<file path="config.mk">
export PLATFORM = sky130hd
export DESIGN_NAME = fetch_unit
export DESIGN_NICKNAME = d
export VERILOG_FILES = /design/src/rtl/rv32i_types.sv /design/src/rtl/fetch_fifo.sv /design/src/rtl/fetch_unit.sv
export SDC_FILE = /design/constraint.sdc
export NUM_CORES = 1
export LEC_CHECK = 0
export ABC_AREA = 1
export CAP_MARGIN = 25
export CORE_ASPECT_RATIO = 0.6
export CORE_MARGIN = 2
export CORE_UTILIZATION = 38
export CTS_BUF_LIST = sky130_fd_sc_hd__clkbuf_8
export CTS_CLUSTER_SIZE = 12
export DETAILED_ROUTE_END_ITERATION = 8
export PLACE_DENSITY = 0.67
export SLEW_MARGIN = 10
export SYNTH_ARGS = -nofsm -noshare
export SYNTH_HDL_FRONTEND = slang
export SYNTH_SLANG_ARGS = --single-unit
</file>
<file path="constraint.sdc">
create_clock -name clk -period 11.7 [get_ports clk]
set_input_delay 1.755 -clock clk [delete_from_list [all_inputs] [get_ports clk]]
set_output_delay 1.755 -clock clk [all_outputs]
set_load 0.005 [all_outputs]
</file>
<file path="src/rtl/rv32i_types.sv">
// -----------------------------------------------------------------------------
// rv32i_types
//
// Shared types and constants for the RV32I front end.
//
//   rv32i_word       32-bit architectural word (addresses and instructions)
//   fetch_entry_t    {pc, instr} pair buffered between fetch and decode
//   fetch_state_t    fetch controller states:
//                      S_REQ   - a memory request is outstanding at pc
//                      S_HOLD  - the fetch buffer is full, nothing outstanding
//                      S_FLUSH - a redirect arrived while a request was in
//                                flight; the stale response is still awaited
//   RESET_PC_DEFAULT default PC loaded on reset
// -----------------------------------------------------------------------------
package rv32i_types;

    typedef logic [31:0] rv32i_word;

    typedef struct packed {
        rv32i_word pc;
        rv32i_word instr;
    } fetch_entry_t;

    typedef enum logic [1:0] {
        S_REQ   = 2'd0,
        S_HOLD  = 2'd1,
        S_FLUSH = 2'd2
    } fetch_state_t;

    localparam rv32i_word RESET_PC_DEFAULT = 32'h4000_0000;

    // Sequential fetch advances one 32-bit instruction at a time; the add
    // wraps modulo 2^32.
    function automatic rv32i_word next_pc(input rv32i_word pc);
        return pc + 32'd4;
    endfunction

endpackage

</file>
<file path="src/rtl/fetch_fifo.sv">
// -----------------------------------------------------------------------------
// fetch_fifo
//
// Small registered FIFO holding fetched {pc, instr} pairs for decode.
// DEPTH must be a power of two and at least 2, so the read and write pointers
// wrap naturally and count needs exactly one extra bit to represent "full".
//
// Ports
//   clk, rst   clock, synchronous active-high reset
//   enq        push enq_data (ignored when full unless a pop happens too)
//   enq_data   entry to push
//   deq        pop the head entry (ignored when empty)
//   flush      empty the FIFO; wins over enq and deq in the same cycle
//   head       entry at the head of the FIFO (meaningless when empty)
//   count      number of valid entries, 0..DEPTH
//   empty      count == 0
//   full       count == DEPTH
// -----------------------------------------------------------------------------
module fetch_fifo
    import rv32i_types::*;
#(
    parameter int DEPTH = 4
)
(
    input  logic                     clk,
    input  logic                     rst,
    input  logic                     enq,
    input  fetch_entry_t             enq_data,
    input  logic                     deq,
    input  logic                     flush,
    output fetch_entry_t             head,
    output logic [$clog2(DEPTH):0]   count,
    output logic                     empty,
    output logic                     full
);

    localparam int PW = $clog2(DEPTH);
    localparam int CW = PW + 1;

    fetch_entry_t     r_mem [DEPTH];
    logic [PW-1:0]    r_wr_ptr;
    logic [PW-1:0]    r_rd_ptr;
    logic [CW-1:0]    r_count;

    logic             w_do_enq;
    logic             w_do_deq;

    assign empty    = (r_count == '0);
    assign full     = (r_count == CW'(DEPTH));
    assign count    = r_count;
    assign head     = r_mem[r_rd_ptr];

    // A push into a full FIFO is only legal when a pop frees the slot
    // in the same cycle.
    assign w_do_deq = deq & ~empty;
    assign w_do_enq = enq & (~full | w_do_deq);

    // NOTE: the storage array has no reset. Entries are only observed through
    // the pointers/count, which are reset, so clearing the data would just add
    // a reset fan-out to every storage bit for no functional gain.
    always_ff @(posedge clk) begin
        if (w_do_enq && !flush) begin
            r_mem[r_wr_ptr] <= enq_data;
        end
    end

    // NOTE: all sequential state uses non-blocking assignments so every
    // register in the design samples its inputs from the same pre-edge values.
    always_ff @(posedge clk) begin
        if (rst || flush) begin
            r_wr_ptr <= '0;
            r_rd_ptr <= '0;
            r_count  <= '0;
        end else begin
            if (w_do_enq) begin
                r_wr_ptr <= r_wr_ptr + 1'b1;
            end
            if (w_do_deq) begin
                r_rd_ptr <= r_rd_ptr + 1'b1;
            end
            r_count <= r_count + CW'(w_do_enq) - CW'(w_do_deq);
        end
    end

endmodule

</file>
<file path="src/rtl/fetch_unit.sv">
// -----------------------------------------------------------------------------
// fetch_unit
//
// Instruction-fetch stage of the RV32I pipeline. Holds the PC, drives the
// instruction-memory read handshake (at most one request outstanding, never
// withdrawn early), buffers fetched {pc, instr} pairs in a fetch_fifo and
// presents the head entry to decode. Redirects from execute flush the buffer;
// a redirect that lands while a request is in flight waits for that stale
// response (S_FLUSH) before fetching from the new target.
//
// Parameters
//   DEPTH      fetch buffer entries (power of two, >= 2)
//   RESET_PC   PC loaded on reset
//
// Ports
//   clk, rst           clock, synchronous active-high reset
//   imem_address  out  fetch address (word aligned), stable while imem_read=1
//   imem_read     out  read request
//   imem_rdata    in   instruction word, valid with imem_resp
//   imem_resp     in   one-cycle completion pulse
//   redirect      in   flush and refetch from redirect_pc
//   redirect_pc   in   redirect target (word aligned)
//   id_ready      in   decode accepts the head entry this cycle
//   if_valid      out  head entry valid
//   if_instr      out  head instruction word
//   if_pc         out  head PC
//
// Optional build macro FETCH_PERF_EN adds two saturating 32-bit counters,
// cleared by rst:
//   perf_wait_cycles  out  cycles with imem_read=1 and imem_resp=0
//   perf_flush_count  out  cycles with redirect=1
// -----------------------------------------------------------------------------
module fetch_unit
    import rv32i_types::*;
#(
    parameter int          DEPTH    = 4,
    parameter logic [31:0] RESET_PC = RESET_PC_DEFAULT
)
(
    input  logic        clk,
    input  logic        rst,
`ifdef FETCH_PERF_EN
    output logic [31:0] perf_wait_cycles,
    output logic [31:0] perf_flush_count,
`endif
    output logic [31:0] imem_address,
    output logic        imem_read,
    input  logic [31:0] imem_rdata,
    input  logic        imem_resp,
    input  logic        redirect,
    input  logic [31:0] redirect_pc,
    input  logic        id_ready,
    output logic        if_valid,
    output logic [31:0] if_instr,
    output logic [31:0] if_pc
);

    localparam int CW = $clog2(DEPTH) + 1;

    // -------------------------------------------------------------------------
    // Controller state
    // -------------------------------------------------------------------------
    fetch_state_t  r_state;
    logic [31:0]   r_pc;        // address of the outstanding / next request
    logic [31:0]   r_pend_pc;   // redirect target parked during S_FLUSH
    logic          r_imem_read;

    // -------------------------------------------------------------------------
    // Fetch buffer
    // -------------------------------------------------------------------------
    fetch_entry_t  w_enq_data;
    fetch_entry_t  w_head;
    logic [CW-1:0] w_count;
    logic [CW-1:0] w_count_next;
    logic          w_empty;
    logic          w_full;
    logic          w_enq;
    logic          w_deq;
    logic          w_if_valid;

    // A redirect squashes the head in the same cycle, which also voids any
    // dequeue decode might have attempted.
    assign w_if_valid = ~w_empty & ~redirect;
    assign w_deq      = w_if_valid & id_ready;

    // Only a response to a live (non-flushed) request is buffered.
    assign w_enq      = (r_state == S_REQ) & imem_resp & ~redirect
                        & (~w_full | w_deq);

    assign w_enq_data = '{pc: r_pc, instr: imem_rdata};

    // Occupancy after this edge; drives the S_REQ <-> S_HOLD decisions.
    assign w_count_next = redirect ? '0
                                   : (w_count + CW'(w_enq) - CW'(w_deq));

    fetch_fifo #(
        .DEPTH    (DEPTH)
    ) u_fifo (
        .clk      (clk),
        .rst      (rst),
        .enq      (w_enq),
        .enq_data (w_enq_data),
        .deq      (w_deq),
        .flush    (redirect),
        .head     (w_head),
        .count    (w_count),
        .empty    (w_empty),
        .full     (w_full)
    );

    // -------------------------------------------------------------------------
    // Fetch FSM. imem_read is registered alongside the state so the request
    // line only changes at the edge where a request starts or completes, and
    // imem_address is simply the PC register, which is frozen while a request
    // (including a flushed one) is outstanding.
    // -------------------------------------------------------------------------
    always_ff @(posedge clk) begin
        if (rst) begin
            r_state     <= S_REQ;
            r_pc        <= RESET_PC;
            r_pend_pc   <= RESET_PC;
            r_imem_read <= 1'b1;
        end else begin
            case (r_state)
                S_REQ: begin
                    if (redirect) begin
                        if (imem_resp) begin
                            // Stale data dropped; request the target next.
                            r_pc <= redirect_pc;
                        end else begin
                            // Request still in flight: wait it out first.
                            r_pend_pc <= redirect_pc;
                            r_state   <= S_FLUSH;
                        end
                    end else if (imem_resp) begin
                        r_pc <= next_pc(r_pc);
                        if (w_count_next == CW'(DEPTH)) begin
                            r_state     <= S_HOLD;
                            r_imem_read <= 1'b0;
                        end
                    end
                end

                S_HOLD: begin
                    if (redirect) begin
                        r_pc        <= redirect_pc;
                        r_state     <= S_REQ;
                        r_imem_read <= 1'b1;
                    end else if (w_count_next < CW'(DEPTH)) begin
                        r_state     <= S_REQ;
                        r_imem_read <= 1'b1;
                    end
                end

                S_FLUSH: begin
                    if (imem_resp) begin
                        // Newest redirect target wins, even one arriving
                        // together with the stale response.
                        r_pc    <= redirect ? redirect_pc : r_pend_pc;
                        r_state <= S_REQ;
                    end else if (redirect) begin
                        r_pend_pc <= redirect_pc;
                    end
                end

                default: begin
                    r_state     <= S_REQ;
                    r_imem_read <= 1'b1;
                end
            endcase
        end
    end

    assign imem_read    = r_imem_read;
    assign imem_address = r_pc;

    assign if_valid     = w_if_valid;
    assign if_pc        = w_head.pc;
    assign if_instr     = w_head.instr;

`ifdef FETCH_PERF_EN
    // -------------------------------------------------------------------------
    // Performance counters (saturating)
    // -------------------------------------------------------------------------
    logic [31:0] r_perf_wait;
    logic [31:0] r_perf_flush;

    always_ff @(posedge clk) begin
        if (rst) begin
            r_perf_wait  <= '0;
            r_perf_flush <= '0;
        end else begin
            if (r_imem_read && !imem_resp && !(&r_perf_wait)) begin
                r_perf_wait <= r_perf_wait + 32'd1;
            end
            if (redirect && !(&r_perf_flush)) begin
                r_perf_flush <= r_perf_flush + 32'd1;
            end
        end
    end

    assign perf_wait_cycles = r_perf_wait;
    assign perf_flush_count = r_perf_flush;
`endif

endmodule

</file>
==> summary.txt <==
Detailed routing
  – Via Count: 11590
  – WL final: 40.73 mm
  – Initial DRC count: 1066
  – DRC viols: 0
  – First-pass DRT Iterations: 6
  – Routed WL per cell: 18.78 um
  – Final ANT Viol Nets: 0
  – Routed vias/inst: 5.343

Logic synthesis
  – Async set or reset register ratio after synthesis: 0%
  – Sequential area share after synthesis: 62.77%
  – Cells after Synth: 1475
  – EDFF count, synth: 256
  – Synth warn: 0
  – #FFs+latches synth: 332
  – Mapped cell area: 14670 sq um
  – Syn Nets: 1559
  – Top_reg_cell synth: edfxtp_1
  – Mean Syn Cell Area: 9.946 sq um
  – Library cells used by synthesis: 38

Placed design
  – Gpl congestion: 0.8917
  – Post-Place Cells: 2080
  – Post-DP HPWL: 24.78 mm
  – Post-DP Area: 16730 sq um
  – Port buffer count: 166

Cells and area
  – Filler cell count: 3520
  – Share of layout cells above drive strength 1: 8.575%
  – Design area: 17720 sq um
  – Multi-input gate area: 4871 sq um
  – Antenna Cells: 0
  – Final Util: 46.81%
  – Fin nets: 1703
  – Final Non-Filler Cells: 2169
  – Seq. cell area: 9214 sq um
  – Area grow syn2layout: 20.77%

Floorplanning
  – Die height: 156.2 um
  – # rows: 55
  – Core area: 37850 sq um
  – Die Area: 40250 sq um
  – I/O pin total: 167
  – Initial Utilization: 38.76%
  – Die span in x: 257.7 um

Global route
  – Overall routing resource usage: 19.85%
  – Initial antenna violation count: 0
  – Total grt overflow: 0
  – Largest net degree at the start of global routing: 87
  – Global-route wire length before repair: 62.92 mm
  – Vias in the first global route: 10920

Setup path
  – RR Endpoint: r_pend_pc[3]$_SDFFE_PP0P_
  – Crit-path max FO: 86
  – FF-to-FF path depth: 8
  – FF-to-FF setup slack: 8010 ps
  – Worst flop-to-flop path startpoint: r_state[0]$_SDFFE_PP0P_
  – Arrival @ worst endpoint: 3480 ps
  – Crit. End Element: primary output
  – Critical path class: flop to primary output
  – Worst Setup EP: if_pc[16]
  – Crit start category: flop
  – Critical Path RT: 9950 ps

STA
  – Min Tclk post-route: 5237 ps
  – RSZ-0062 raised after global routing: false
  – Final Max Slew Viols: 0
  – Slew @ Worst Pin: 1030 ps
  – Final hold violation count: 0
  – Slew headroom: 31.30%
  – Final setup fails: 0
  – Period utilisation layout: 44.76%
  – Clock Skews: 30.83 ps
  – F_max: 190.9 MHz
  – Setup Total Neg Slack: 0 ps

Clock tree
  – Cts-stage hold buffer count: 0
  – Reg clk slew, reported paths: 60 ps
  – Clock Path Buffers: 3
  – Root Driver: clkbuf_8
  – CTS tree: built
  – Worst-skew pair later-pin latency: 600 ps
  – Clock sink count: 332
  – PostCTS Resize Cnt: 0
  – CTS buffer count: 49
  – Post-CTS setup buffers: 0
  – H-tree lvl count: 2

Flow run
  – Max_cap viols: 0

Power and ir drop
  – Flop pwr share: 52.6%
  – Tot Pwr: 0.002608 W
  – Switching Fraction: 25.97%
  – Leak: 6.195 nW
  – Cell-internal power: 0.001931 W
  – Peak supply drop: 72.65 uV
  – Comb pwr share: 11.1%
  – Switch Pwr: 0.0006774 W
  – Clock power frac: 36.2%
  – Power Density: 147.2 nW/um^2

Run status
  – Run status: finished, final reports clean

Min path
  – Worst hold path class: flop to flop
metal layers:
layer | GRT usage, % | vias up | routed length, um
met3 | 4.467 | 59 | 3279
met1 | 28.89 | 5591 | 18880
met2 | 30.09 | 469 | 17880
li1 | - | 5469 | -
met4 | 4.597 | 0 | 687
met5 | 0 | - | 0
flip-flops by register name, indices dropped and copies added, names as in the netlist, named ones only:
signal	cells
imem_address	32
imem_read	1
r_pend_pc	32
r_state	2
u_fifo.count	3
u_fifo.r_mem	256
u_fifo.r_rd_ptr	2
u_fifo.r_wr_ptr	2
area by class of cell:
type / count / share of cell area [%]
clock buffers: 49 / 3.806
clock inverters: 39 / 1.582
flip-flops and latches: 332 / 52.01
repair buffers: 183 / 10.25
multi-input cells: 995 / 27.49
well taps: 513 / 3.623
inverters: 58 / 1.236
critical path: stages, from the launching register on:
cell and delay (ps):
dfxtp_4 480, clkinv_2 460, buf_4 740, o21ai_0 200, o22ai_1 320, clkdlybuf4s50_1 590
worst min-delay path by stage:
stage / startpoint / to / slack (ps) / cells after the start
floorplan: r_pend_pc[30]$_SDFFE_PP1P_ / r_pend_pc[30]$_SDFFE_PP1P_ / 450 / 2
global placement: r_pend_pc[30]$_SDFFE_PP1P_ / r_pend_pc[30]$_SDFFE_PP1P_ / 460 / 2
detailed placement: r_pend_pc[30]$_SDFFE_PP1P_ / r_pend_pc[30]$_SDFFE_PP1P_ / 470 / 2
CTS: r_pend_pc[30]$_SDFFE_PP1P_ / r_pend_pc[30]$_SDFFE_PP1P_ / 480 / 2
global route: r_pend_pc[30]$_SDFFE_PP1P_ / r_pend_pc[30]$_SDFFE_PP1P_ / 520 / 2
finish: r_pend_pc[30]$_SDFFE_PP1P_ / r_pend_pc[30]$_SDFFE_PP1P_ / 480 / 2
power groups by stage:
| stage | registers [W] | logic, W | clock network [W] |
|---|---|---|---|
| CTS | 0.00137 | 0.000287 | 0.000961 |
| floorplan | 0.00138 | 0.000154 | 0 |
| finish | 0.00137 | 0.000291 | 0.000945 |
| global placement | 0.00140 | 0.000281 | 0 |
| global route | 0.00138 | 0.000320 | 0.00101 |
| detailed placement | 0.00140 | 0.000285 | 0 |
Yosys cell counts, drive strengths merged, types with 4 or more instances:
cell	n	area, sq um
inv	56	210.2
xor2	5	43.79
a31oi	4	25.02
edfxtp	256	7687
buf	37	203.9
nor2	194	818.3
a21oi	196	1018
nand3	35	185.2
o21bai	4	30.03
o22ai	65	406.6
clkbuf	53	198.9
nand2	280	1089
o21ai	184	920.9
ha	13	162.7
dfxtp	76	1521
placed cells by master (no fill, tap or decap), types with 13 or more instances in the layout:
master / count
edfxtp_1: 256
nor2_1: 172
ha_1: 13
nand3_1: 33
o22ai_1: 65
nor2_4: 13
nand2_1: 269
clkdlybuf4s50_1: 165
a21oi_1: 188
dfxtp_1: 74
clkbuf_8: 49
inv_1: 60
buf_4: 15
o21ai_0: 174
cells by family after synthesis:
family          synth area share, %
buf+inv                       4.230
simple gates                  14.63
compound gates                16.63
fa+ha+maj                     1.382
flops                         62.77
xor+xnor                     0.3582
through the flow:
step                setup WS, ps  hold slack [ps]
floorplan                   6182            446.3
global placement            6970            456.4
detailed placement          6893            467.3
CTS                         6465            483.7
global route                6193            524.5
finish                      6463            476.8
Note: power is estimated with default switching activity, not from simulation.
